[src/rtl/dino_pkg.sv]
// Shared types and screen constants for the dinosaur sprite responder.
package dino_pkg;
   localparam int SCREEN_W   = 640;
   localparam int SCREEN_H   = 480;
   localparam int SPR_FRAMES = 4;

   typedef struct packed {
      logic [9:0] x;
      logic [8:0] y;
      logic [1:0] anim;
   } sprite_pos_t;
endpackage

[src/rtl/dino_sprite_rom.sv]
// Combinational bitmap ROM: four animation frames of the dinosaur.
// Frames differ only in leg length; out-of-range row/col reads 0.
module dino_sprite_rom #(
   parameter int SPR_W = 32,
   parameter int SPR_H = 32
) (
   input  logic [1:0] anim,
   input  logic [5:0] row,
   input  logic [5:0] col,
   output logic       pix
);
   logic       head, body, tail, legs;
   logic [5:0] la_end, lb_end;

   always_comb begin
      la_end = 6'd31;
      lb_end = 6'd31;
      case (anim)
         2'd0: begin la_end = 6'd31; lb_end = 6'd31; end
         2'd1: begin la_end = 6'd31; lb_end = 6'd25; end
         2'd2: begin la_end = 6'd25; lb_end = 6'd31; end
         default: begin la_end = 6'd23; lb_end = 6'd23; end
      endcase

      head = (row <= 6'd7) && (col inside {[6'd16:6'd31]}) &&
             !((row inside {[6'd2:6'd3]}) && (col inside {[6'd20:6'd21]}));
      body = (row inside {[6'd8:6'd21]}) && (col inside {[6'd4:6'd23]});
      tail = (row inside {[6'd10:6'd13]}) && (col <= 6'd3);
      legs = (row >= 6'd22) &&
             (((col inside {[6'd8:6'd11]})  && (row <= la_end)) ||
              ((col inside {[6'd16:6'd19]}) && (row <= lb_end)));

      pix = 1'b0;
      if ((int'(row) < SPR_H) && (int'(col) < SPR_W))
         pix = head | body | tail | legs;
   end
endmodule

[src/rtl/dino_sprite.sv]
// Dinosaur sprite pixel responder with shadow/live registers committed on vs fall.
// Optional horizontal flip input enabled by DINO_SPRITE_MIRROR_EN.
module dino_sprite
   import dino_pkg::*;
#(
   parameter int         SPR_W  = 32,
   parameter int         SPR_H  = 32,
   parameter logic [9:0] INIT_X = 10'd64,
   parameter logic [8:0] INIT_Y = 9'd400
) (
   input  logic       vga_clk,
   input  logic       clrn,
   input  logic [8:0] row_addr,
   input  logic [9:0] col_addr,
   input  logic       rdn,
   input  logic       vs,
   input  logic [9:0] pos_x,
   input  logic [8:0] pos_y,
   input  logic [1:0] anim,
`ifdef DINO_SPRITE_MIRROR_EN
   input  logic       mirror,
`endif
   input  logic       pos_we,
   output logic       upd_pending,
   output logic       frame_start,
   output logic       px_dinosaur
);
   localparam sprite_pos_t INIT_POS = '{x: INIT_X, y: INIT_Y, anim: 2'd0};

   sprite_pos_t shadow, live;
   logic        vs_d, vs_fall;
   logic [9:0]  cx, dx;
   logic [8:0]  dy;
   logic [5:0]  rom_col;
   logic        hit, rom_bit;

   assign vs_fall = vs_d & ~vs;

   // Evaluate one column ahead so the registered pixel lines up with col_addr.
   assign cx  = col_addr + 10'd1;
   assign dx  = cx - live.x;
   assign dy  = row_addr - live.y;
   assign hit = (dx < 10'(SPR_W)) && (dy < 9'(SPR_H));

`ifdef DINO_SPRITE_MIRROR_EN
   logic shadow_mirror, live_mirror;

   always_ff @(posedge vga_clk or negedge clrn) begin
      if (!clrn) begin
         shadow_mirror <= 1'b0;
         live_mirror   <= 1'b0;
      end else begin
         if (vs_fall) live_mirror   <= shadow_mirror;
         if (pos_we)  shadow_mirror <= mirror;
      end
   end

   assign rom_col = live_mirror ? (6'(SPR_W - 1) - dx[5:0]) : dx[5:0];
`else
   assign rom_col = dx[5:0];
`endif

   dino_sprite_rom #(.SPR_W(SPR_W), .SPR_H(SPR_H)) u_rom (
      .anim (live.anim),
      .row  (dy[5:0]),
      .col  (rom_col),
      .pix  (rom_bit)
   );

   always_ff @(posedge vga_clk or negedge clrn) begin
      if (!clrn) begin
         vs_d        <= 1'b1;
         shadow      <= INIT_POS;
         live        <= INIT_POS;
         upd_pending <= 1'b0;
         frame_start <= 1'b0;
         px_dinosaur <= 1'b0;
      end else begin
         vs_d        <= vs;
         frame_start <= vs_fall;
         // Commit reads the pre-write shadow, so a same-cycle write waits a frame.
         if (vs_fall) live <= shadow;
         if (pos_we) begin
            shadow      <= '{x: pos_x, y: pos_y, anim: anim};
            upd_pending <= 1'b1;
         end else if (vs_fall) begin
            upd_pending <= 1'b0;
         end
         px_dinosaur <= ~rdn & hit & rom_bit;
      end
   end
endmodule
[config.mk]
export PLATFORM = sky130hd
export DESIGN_NAME = dino_sprite
export DESIGN_NICKNAME = d
export VERILOG_FILES = /design/src/rtl/dino_pkg.sv /design/src/rtl/dino_sprite_rom.sv /design/src/rtl/dino_sprite.sv
export SDC_FILE = /design/constraint.sdc
export NUM_CORES = 1
export LEC_CHECK = 0
export CAP_MARGIN = 20
export CORE_UTILIZATION = 35
export DETAILED_ROUTE_END_ITERATION = 10
export PLACE_DENSITY = 0.57
export RECOVER_POWER = 100
export SYNTH_ARGS = -nofsm -noshare
export SYNTH_HDL_FRONTEND = slang
export SYNTH_SLANG_ARGS = --single-unit
export TNS_END_PERCENT = 1
[constraint.sdc]
create_clock -name vga_clk -period 3.8 [get_ports vga_clk]
set_input_delay 0.76 -clock vga_clk [delete_from_list [all_inputs] [get_ports vga_clk]]
set_output_delay 0.76 -clock vga_clk [all_outputs]
set_load 0.1 [all_outputs]
==> flow_metrics.py <==
metrics = {
    "placement": {
        "place_congestion": 0.794,
        "port_buffers": 47,
        "detailed_place_hpwl_um": 4190,
    },
    "route": {
        "drc": 0,
        "firstDrtPassIters": 4,
        "via_per_inst": 4.90,
        "drt_iter0_drc": 58,
        "ant_nets": 0,
        "routedWlPerCell_um": 13.1,
        "vias": 2082,
        "wl_um": 5580,
    },
    "logic_synthesis": {
        "async_flop_share": 1.00,
        "synth_edf_count": 0,
        "syn_avg_cell_area_um2": 10.8,
        "yosysWarnings": 0,
        "yosys.cell_types.count": 48,
        "syn_area_um2": 2800,
        "synth-main-ff-cell": "dfrtp_1",
        "synthesis.nets": 336,
        "ys_seq_area_frac": 0.415,
        "netlist_instances": 259,
        "synth_seq_cells": 46,
    },
    "global_routing": {
        "grt_max_degree": 39,
        "track_usage": 0.143,
        "antenna_found_initial": 0,
        "grt_pass1_wl_um": 9450,
        "grt_pass1_vias": 2072,
        "grt_overflow": 0,
    },
    "cells_and_area": {
        "drive_above_1_share": 0.241,
        "nets": 399,
        "finish.utilization": 0.475,
        "diodes": 0,
        "final_common_cell": "clkdlybuf4s50_1",
        "fillers": 726,
        "layout_common_cells": "clkdlybuf4s50_1 (38), dfrtp_1 (37), mux2_2 (28), ha_1 (25), inv_1 (22)",
        "syn2layout_area_growth_pct": 30.9,
    },
    "floorplan": {
        "rows": 32,
        "initial_utilization": 0.363,
        "io_pins": 48,
        "coreArea_um2": 7730,
        "dieWidth_um": 91.5,
        "dieArea_um2": 8370,
        "die_y_um": 91.5,
    },
    "sta": {
        "maxSlewViolCount": 70,
        "hold_ws_ns": 0.486,
        "hold_violations": 0,
        "worst_slew_pin_slew_ns": 1.56,
        "relSlewSlack": -0.0429,
        "rsz0062_at_grt": "false",
        "fmax_mhz": 275,
        "period_share": 0.956,
        "period_minus_slack_ns": 3.63,
        "finClkSkew_ns": 0.0116,
        "setup_violations": 0,
    },
    "cts": {
        "clock_latency_ns": 0.30,
        "cts_buffers": 5,
        "cts.sinks": 46,
        "postCtsHoldBufs": 0,
        "htreeDepth": 2,
        "cts_tree": "yes",
        "clockRootBuffer": "clkbuf_8",
        "clk_pin_slew_ns": 0.09,
        "cts_buffer_depth": 2,
    },
    "worst_setup_path": {
        "crit_path_max_fanout": 3,
        "crit_path_end_kind": "flop",
        "worstPathArrival_ns": 3.84,
        "cp_data_required_time_ns": 4.00,
        "critical_path_class": "input pin to flop",
        "worstSetupStartpointType": "input pin",
    },
    "run_status": {
        "violations": "capacitance limit, slew limit",
        "outcome": "finished, violations left",
    },
    "power": {
        "ir_worst_vdd_uv": 181,
        "p_per_area_nw_per_um2": 448,
        "power.leakage_nw": 1.61,
        "power.total_w": 0.00164,
    },
    "hold_path": {
        "hold_class": "flop to flop",
    },
    "flow_run": {
        "drv_cap": 2,
    },
}
critical path, stage by stage:
cell             delay, ns
clkdlybuf4s50_1       0.50
ha_4                  0.21
or3_4                 0.40
nand2_4               0.07
inv_2                 0.05
ha_4                  0.27
nor2b_4               0.14
a32oi_1               0.09
or4_4                 0.53
a2111oi_4             0.34
o21bai_1              0.12
a2111oi_2             0.34
cells in the mapped netlist, types with 5 or more instances:
cell	instances	area (um2)
a21oi_1	9	45.0
dfrtp_1	37	926
dfstp_2	9	236
ha_1	30	375
inv_1	23	86.3
mux2_2	28	315
nand2_1	21	78.8
nor2_1	6	22.5
nor2b_1	5	31.3
o21ai_0	18	90.1
o21bai_1	5	37.5
xnor2_1	5	43.8
sequential cells by signal, indices dropped and copies added, names as in the netlist:
register,cells
live,21
vs_d,1
px_dinosaur,1
shadow,21
upd_pending,1
frame_start,1
cells by family after synthesis:
family / count (synthesis) / share of synthesized area
AOI/OAI and AO/OA: 56 / 0.139
adders and majority gates: 32 / 0.148
and+or+nand+nor: 58 / 0.110
buffers and inverters: 29 / 0.0388
xor gates and xnor gates: 10 / 0.0366
DFF: 46 / 0.415
muxes: 28 / 0.112
metal layers:
layer	GRT usage	wire, um
met1	0.195	2770
met2	0.229	2600
met3	0.0251	132
met4	0.0463	78
met5	0	0
layout make-up:
| cell class | instances | area, um2 | area share |
|---|---|---|---|
| multi-input combinational | 184 | 1620 | 0.442 |
| sequential | 46 | 1160 | 0.317 |
| timing repair buffer | 62 | 577 | 0.157 |
| tap | 102 | 128 | 0.0348 |
| inverter | 23 | 86.3 | 0.0235 |
| clock buffer | 6 | 82.6 | 0.0225 |
| clock inverter | 2 | 12.5 | 0.00341 |
path summary, 6_finish.rpt:
| path | from | end | slack (ns) | depth (start not counted) |
|---|---|---|---|---|
| worst max-delay path | row_addr[3] | px_dinosaur | 0.17 | 12 |
| worst min-delay path | shadow[6] | live[6] | 0.49 | 2 |
| worst max register to register | live[3] | px_dinosaur | 0.44 | 13 |
| worst min register to register | shadow[6] | live[6] | 0.49 | 2 |
| max in group asynchronous | clrn | live[20] | 1.28 | 2 |
| min in group asynchronous | clrn | shadow[3] | 0.57 | 1 |
timing repair:
action,CTS,global route
setup buffers,0,2
setup endpoints to repair,0,1
hold endpoints to repair,0,0
gates resized for setup,0,18
metrics by stage:
stage | area [um2] | setup TNS (ns) | cells | worst slack, ns
after floorplan | 2800 | 0 | 259 | 0.232
after global placement | 3490 | -0.203 | 415 | -0.203
after detailed placement | 3490 | -0.275 | 415 | -0.275
after CTS | 3580 | 0 | 423 | 0.0355
after global routing | 3670 | 0 | 425 | 0.00365
final | 3670 | 0 | 425 | 0.166
report_power, final:
part           internal, W  switching [W]  leakage [nW]
clock             0.000147       0.000173        0.0472
sequential        0.000558      0.0000252         0.537
combinational     0.000377       0.000363          1.03
total              0.00108       0.000562          1.61
No activity file was read; power rests on OpenSTA's default activity.
==> RTL change 1, RTL diff (same flow settings) <==
Build with the macro `DINO_SPRITE_MIRROR_EN` defined.
--- a/src/rtl/dino_sprite.sv
+++ b/src/rtl/dino_sprite.sv
@@ -1,5 +1,7 @@
 // Dinosaur sprite pixel responder with shadow/live registers committed on vs fall.
 // Optional horizontal flip input enabled by DINO_SPRITE_MIRROR_EN.
+`define DINO_SPRITE_MIRROR_EN
+
 module dino_sprite
    import dino_pkg::*;
 #(
Interface: changed (added mirror); port bits go from 48 to 49. No check against the original RTL was run, so the function may have changed too.
==> RTL change 1 against the original RTL <==
  * Area after synthesis rose by 8.8%
  * Power rose by 12%
  * Worst setup slack improved by 0.024 ns
  * Sequential cell count rose by 2
  * Clock skew fell by 0.0086 ns
  * Wire length rose by 13%
  * Core utilization fell by 0.91 points
  * Final area rose by 5.9%
  * Critical endpoint unchanged
  * Largest power group unchanged
  * Highest routed layer unchanged
==> RTL change 1: results (changes against the original RTL) <==
- The final-layout fill cell count is 841 (+16%).
- The met1 track demand over resource in global routing is 23.3% (+3.8 points).
- The wire length of the first global-routing pass came to 10600 microns (+12%).
- The flow ran to the end, and the final reports show no timing, DRC or antenna violations.
- The pin slew with the least headroom to its limit is 1.49 ns (-0.0787 ns).
- The number of nets at the end of the flow is 447 (+12%).
- The arrival time at the worst endpoint is 3.80 ns (-0.04 ns).
- The met3 layer usage reported by global route is 2.23% (-0.28 points).
- The minimum clock period after layout is 3.61 ns (-0.0236 ns).
- The detailed route wirelength on metal2 was 2730 microns (+5.4%).
- The final routed wire length divided by cell count came to 13.3 microns (+1.5%).
- The startpoint identified for the worst register-to-register timing path is live[12].
- The number of distinct library cells after synthesis is 50 (+4.2%).
- The sequential area share after synthesis is 39.7% (-1.7 points).
- The count of vias placed by the detailed router was 2356 (+13%).
- The share of cell area taken by muxes after synthesis is 11.0% (-0.22 points).
- In this run the most critical hold path is launched from shadow[18].
- The fraction of synthesized cell area in xor and xnor cells is 4.51% (+0.85 points).
- The share of synthesized cell area in full adder, half adder and majority cells is 13.6% (-1.2 points).
- The post-placement cell count was 466 (+12%).
- The net count after synthesis is 377 (+12%).
- The delay contributed by the slowest stage of the critical path is 0.40 ns (-0.13 ns).
- The count of yosys warnings during synthesis was 0 (unchanged).
- The worst setup slack before clock tree synthesis is -0.258 ns (+0.0169 ns).
- The setup-violating endpoint count in the final report is 0 (unchanged).
- The leakage power is 1.68 nW (+4.4%).
- The final weighted congestion in routability-driven placement is 0.772 (-2.7%).
- The global router's overall resource usage came to 15.2% (+0.95 points).
- By count the netlist is led by 39 x sky130_fd_sc_hd__dfrtp_1, 30 x sky130_fd_sc_hd__ha_1, 29 x sky130_fd_sc_hd__mux2_2.
- The via count of the first global-routing pass is 2195 (+5.9%).
- The final standard cell count with taps included and fillers excluded was 475 (+12%).
- The wire length the detailed router placed on met1 came to 3350 microns (+21%).
- The x dimension of the die is 95.4 microns (+4.2%).
- The share of final-layout standard cells stronger than drive strength 1 is 19.2% (-5.0 points).
- The worst voltage drop across the vdd grid is 0.156 mV (-14%).
- The post-synthesis to final-layout area growth is 27.4%.
- The synthesized area per cell is 10.2 sq um (-5.7%).
- The global routing usage on met2 was 22.1% (-0.79 points).
- The placed cell area came to 0.00379 sq mm (+8.6%).
- The fraction of the mapped netlist area in compound gates is 14.3% (+0.35 points).
- The cell with the largest stage delay on the worst path is sky130_fd_sc_hd__clkdlybuf4s50_1.
- The number of DRC markers after the initial detailed-route iteration was 70 (+21%).
- The HPWL reported at the end of detailed placement is 4860 microns (+16%).
- Ranked by total cell area, the synthesized netlist is headed by sky130_fd_sc_hd__dfrtp_1 32%, sky130_fd_sc_hd__ha_1 12%, sky130_fd_sc_hd__mux2_2 11%.
- The met3 layer wire length in the routed design came to 170 microns (+29%).
- The largest net degree at the start of global routing was 27 (-31%).
- The worst hold slack across all endpoints was 0.476 ns (-0.00938 ns).
- The number of buffers inserted by port buffering is 48 (+2.1%).
- The clock skew came to 0.00297 ns (-0.00865 ns).
- The kind of cell with the highest combined delay on the critical path is compound AO/OA/AOI/OAI gates.
[RTL change 1: what timing repair did]
item | 4_1_cts | 5_1_grt
resized for setup | 0 | 1
setup endpoints to repair | 0 | 1
hold endpoints to repair | 0 | 0
[RTL change 1: worst paths after layout]
check                         endpoint  cells after the start
setup / recovery           px_dinosaur                     13
hold / removal                live[18]                      2
setup reg to reg           px_dinosaur                     11
hold reg to reg               live[18]                      2
max in group asynchronous      live[2]                      2
min in group asynchronous  frame_start                      1
[RTL change 1: worst register-to-register path: stages (launching register included)]
cell and delay (ns):
sky130_fd_sc_hd__dfrtp_1 0.41, sky130_fd_sc_hd__ha_1 0.28, sky130_fd_sc_hd__inv_1 0.04, sky130_fd_sc_hd__ha_1 0.21, sky130_fd_sc_hd__fa_1 0.41, sky130_fd_sc_hd__xnor3_2 0.29, sky130_fd_sc_hd__and4_1 0.20, sky130_fd_sc_hd__o21a_1 0.11
sky130_fd_sc_hd__o21ai_1 0.06, sky130_fd_sc_hd__a31o_1 0.22, sky130_fd_sc_hd__a221o_1 0.36, sky130_fd_sc_hd__a2111oi_2 0.37
[RTL change 1: final cells by class]
| class | count | share of cell area (%) |
|---|---|---|
| inverter | 24 | 2.32 |
| clock inverter | 2 | 0.902 |
| timing repair buffer | 71 | 16.2 |
| multi-input combinational | 219 | 44.2 |
| tap | 105 | 3.38 |
| sequential | 48 | 31.2 |
| clock buffer | 6 | 1.87 |
[RTL change 1: report_power, final]
| group | switching [W] | internal (W) | total [W] |
|---|---|---|---|
| Combinational | 0.000429 | 0.000431 | 0.000860 |
| Clock | 0.000174 | 0.000196 | 0.000370 |
| Sequential | 0.0000308 | 0.000582 | 0.000613 |
| Total | 0.000634 | 0.00121 | 0.00184 |
==> RTL change 2, RTL diff (config.mk and constraints unchanged) <==
Without the edit above. Remove the register `frame_start`: a continuous assignment takes its place, so the output `frame_start` follows one clock earlier.
--- a/src/rtl/dino_sprite.sv
+++ b/src/rtl/dino_sprite.sv
@@ -73,11 +73,9 @@
          shadow      <= INIT_POS;
          live        <= INIT_POS;
          upd_pending <= 1'b0;
-         frame_start <= 1'b0;
          px_dinosaur <= 1'b0;
       end else begin
          vs_d        <= vs;
-         frame_start <= vs_fall;
          // Commit reads the pre-write shadow, so a same-cycle write waits a frame.
          if (vs_fall) live <= shadow;
          if (pos_we) begin
@@ -89,4 +87,6 @@
          px_dinosaur <= ~rdn & hit & rom_bit;
       end
    end
+
+   assign frame_start = vs_fall;
 endmodule
Formal check against the unedited RTL: not equivalent (a bounded check fails within 4 cycles, from zero or initial values).
==> RTL change 2 against the original RTL <==
  * Sequential cell count is 1 lower
  * Non-clock buffer count is 2 lower
  * Area after synthesis is 0.89% lower
  * Count of clock-buffer cells in the layout is 1 lower
  * Largest cell class unchanged
  * The flow still finishes with violations (max-capacitance violations, max-slew violations)
  * Final area is 1.7% lower
  * Worst setup slack worse by 0.032 ns
  * Die area is 0.87% lower
  * Clock power is 16% higher
  * Wire length is 0.66% lower
  * Global-route usage is 0.14 points lower
  * Critical path depth is 1 higher
  * Fmax is 0.87% lower
  * Power is 1.1% higher
==> RTL change 2: results (changes against the original RTL) <==
- The final routed wire length divided by cell count is 13.1 microns (about the same).
- By area the synthesized netlist is led by sky130_fd_sc_hd__dfrtp_1 32%, sky130_fd_sc_hd__ha_1 14%, sky130_fd_sc_hd__mux2_2 11%.
- The launch instance of the worst register-to-register path is live[4].
- The worst setup slack before clock tree synthesis came to -0.268 ns (+0.00682 ns).
- The number of search-and-repair iterations in the first detailed-routing pass is 4 (unchanged).
- The final-layout fill cell count was 734 (+1.1%).
- The number of max-slew violations in the final report is 41 (-41%).
- The HPWL reported at the end of detailed placement is 4180 microns (-0.22%).
- The reg-to-reg critical path endpoint is px_dinosaur.
- The post-placement cell count is 413 (-0.48%).
- The minimum clock period after layout is 3.67 ns (+0.0320 ns).
- The worst hold slack across all endpoints is 0.306 ns (-0.179 ns).
- The net count after synthesis is 335 (-0.30%).
- The final weighted congestion in routability-driven placement was 0.757 (-4.6%).
- The arrival time at the worst endpoint is 3.87 ns (+0.03 ns).
- The global routing usage on met2 came to 21.8% (-1.1 points).
- The number of antenna violations at the first check in global routing is 0 (unchanged).
- The met1 track demand over resource in global routing is 19.6% (+0.11 points).
- The leakage power is 1.60 nW (-1.1%).
- The clock skew was 0.00721 ns (-0.00441 ns).
- The wire length reported by the detailed router is 5540 microns (-0.66%).
- The number of nets at the end of the flow came to 396 (-0.75%).
- The cell with the largest stage delay on the worst path is sky130_fd_sc_hd__or4_4.
- The wire length of the first global-routing pass is 9230 microns (-2.4%).
- The total of max-cap violations came to 1 (-1).
- The largest registers in the layout are live: 21 flops, shadow: 21 flops.
- The number of DRC markers after the initial detailed-route iteration was 36 (-38%).
- The number of vias per cell after detailed routing is 4.85 (-1.0%).
- The min-delay analysis places its worst path in the category in -> async.
- Broken down by cell family, the worst path's largest delay share belongs to simple AND/OR/NAND/NOR gates.
- Sorting the synthesized cells by how often they occur yields 36 x sky130_fd_sc_hd__dfrtp_1, 30 x sky130_fd_sc_hd__ha_1, 28 x sky130_fd_sc_hd__mux2_2.
- The depth of the most critical reg-to-reg path is 14 (+1).
- The worst voltage drop across the vdd grid came to 0.145 mV (-20%).
- The placed cell area is 0.00345 sq mm (-1.0%).
- The checks that failed: max-capacitance violations, max-slew violations.
- The worst slew slack as a fraction of its limit is -41.2% (-37 points).
- The met3 layer usage reported by global route is 2.93% (+0.42 points).
- The share of final-layout standard cells stronger than drive strength 1 is 22.5% (-1.6 points).
- The synthesized netlist cell count is 258 (-0.39%).
- The tree is rooted in a sky130_fd_sc_hd__clkbuf_8.
- The via count of the first global-routing pass is 1975 (-4.7%).
- The reg-to-reg setup timing slack came to 0.42 ns (-0.02 ns).
- The sequential area share after synthesis came to 40.9% (-0.53 points).
- The largest net degree at the start of global routing came to 46 (+18%).
- The run finished, with violations left.
- The global router's overall resource usage came to 14.1% (-0.14 points).
- The post-cts repair resize count is 0 (unchanged).
==> RTL change 2: report_power, final <==
part | total [W] | switching [W] | internal, W
sequential | 0.000572 | 0.0000252 | 0.000547
combinational | 0.000718 | 0.000355 | 0.000363
clock | 0.000371 | 0.000174 | 0.000197
total | 0.00166 | 0.000554 | 0.00111
==> RTL change 2: cell type report <==
type	instances	area (sq um)	area share [%]
sequential	45	1140	31.5
tap	102	128	3.54
clock buffer	5	68.8	1.91
multi-input combinational	184	1590	44.0
timing repair buffer	60	556	15.4
clock inverter	3	43.8	1.21
inverter	23	86.3	2.39
==> RTL change 2: cells by family after synthesis <==
kind of cell	Yosys count	share of synthesized area, %
simple gates	58	11.1
compound gates	56	14.1
mux	28	11.4
buf+inv	29	3.92
fa+ha+maj	32	15.0
flops	45	40.9
xor+xnor	10	3.69
==> RTL change 2: metal layers <==
layer	wire, microns	share of wire (%)	up-vias
li1	-	-	1043
met1	2770	50	972
met2	2550	46	27
met3	169	3.0	4
met4	51	0.92	0
met5	0	0	-
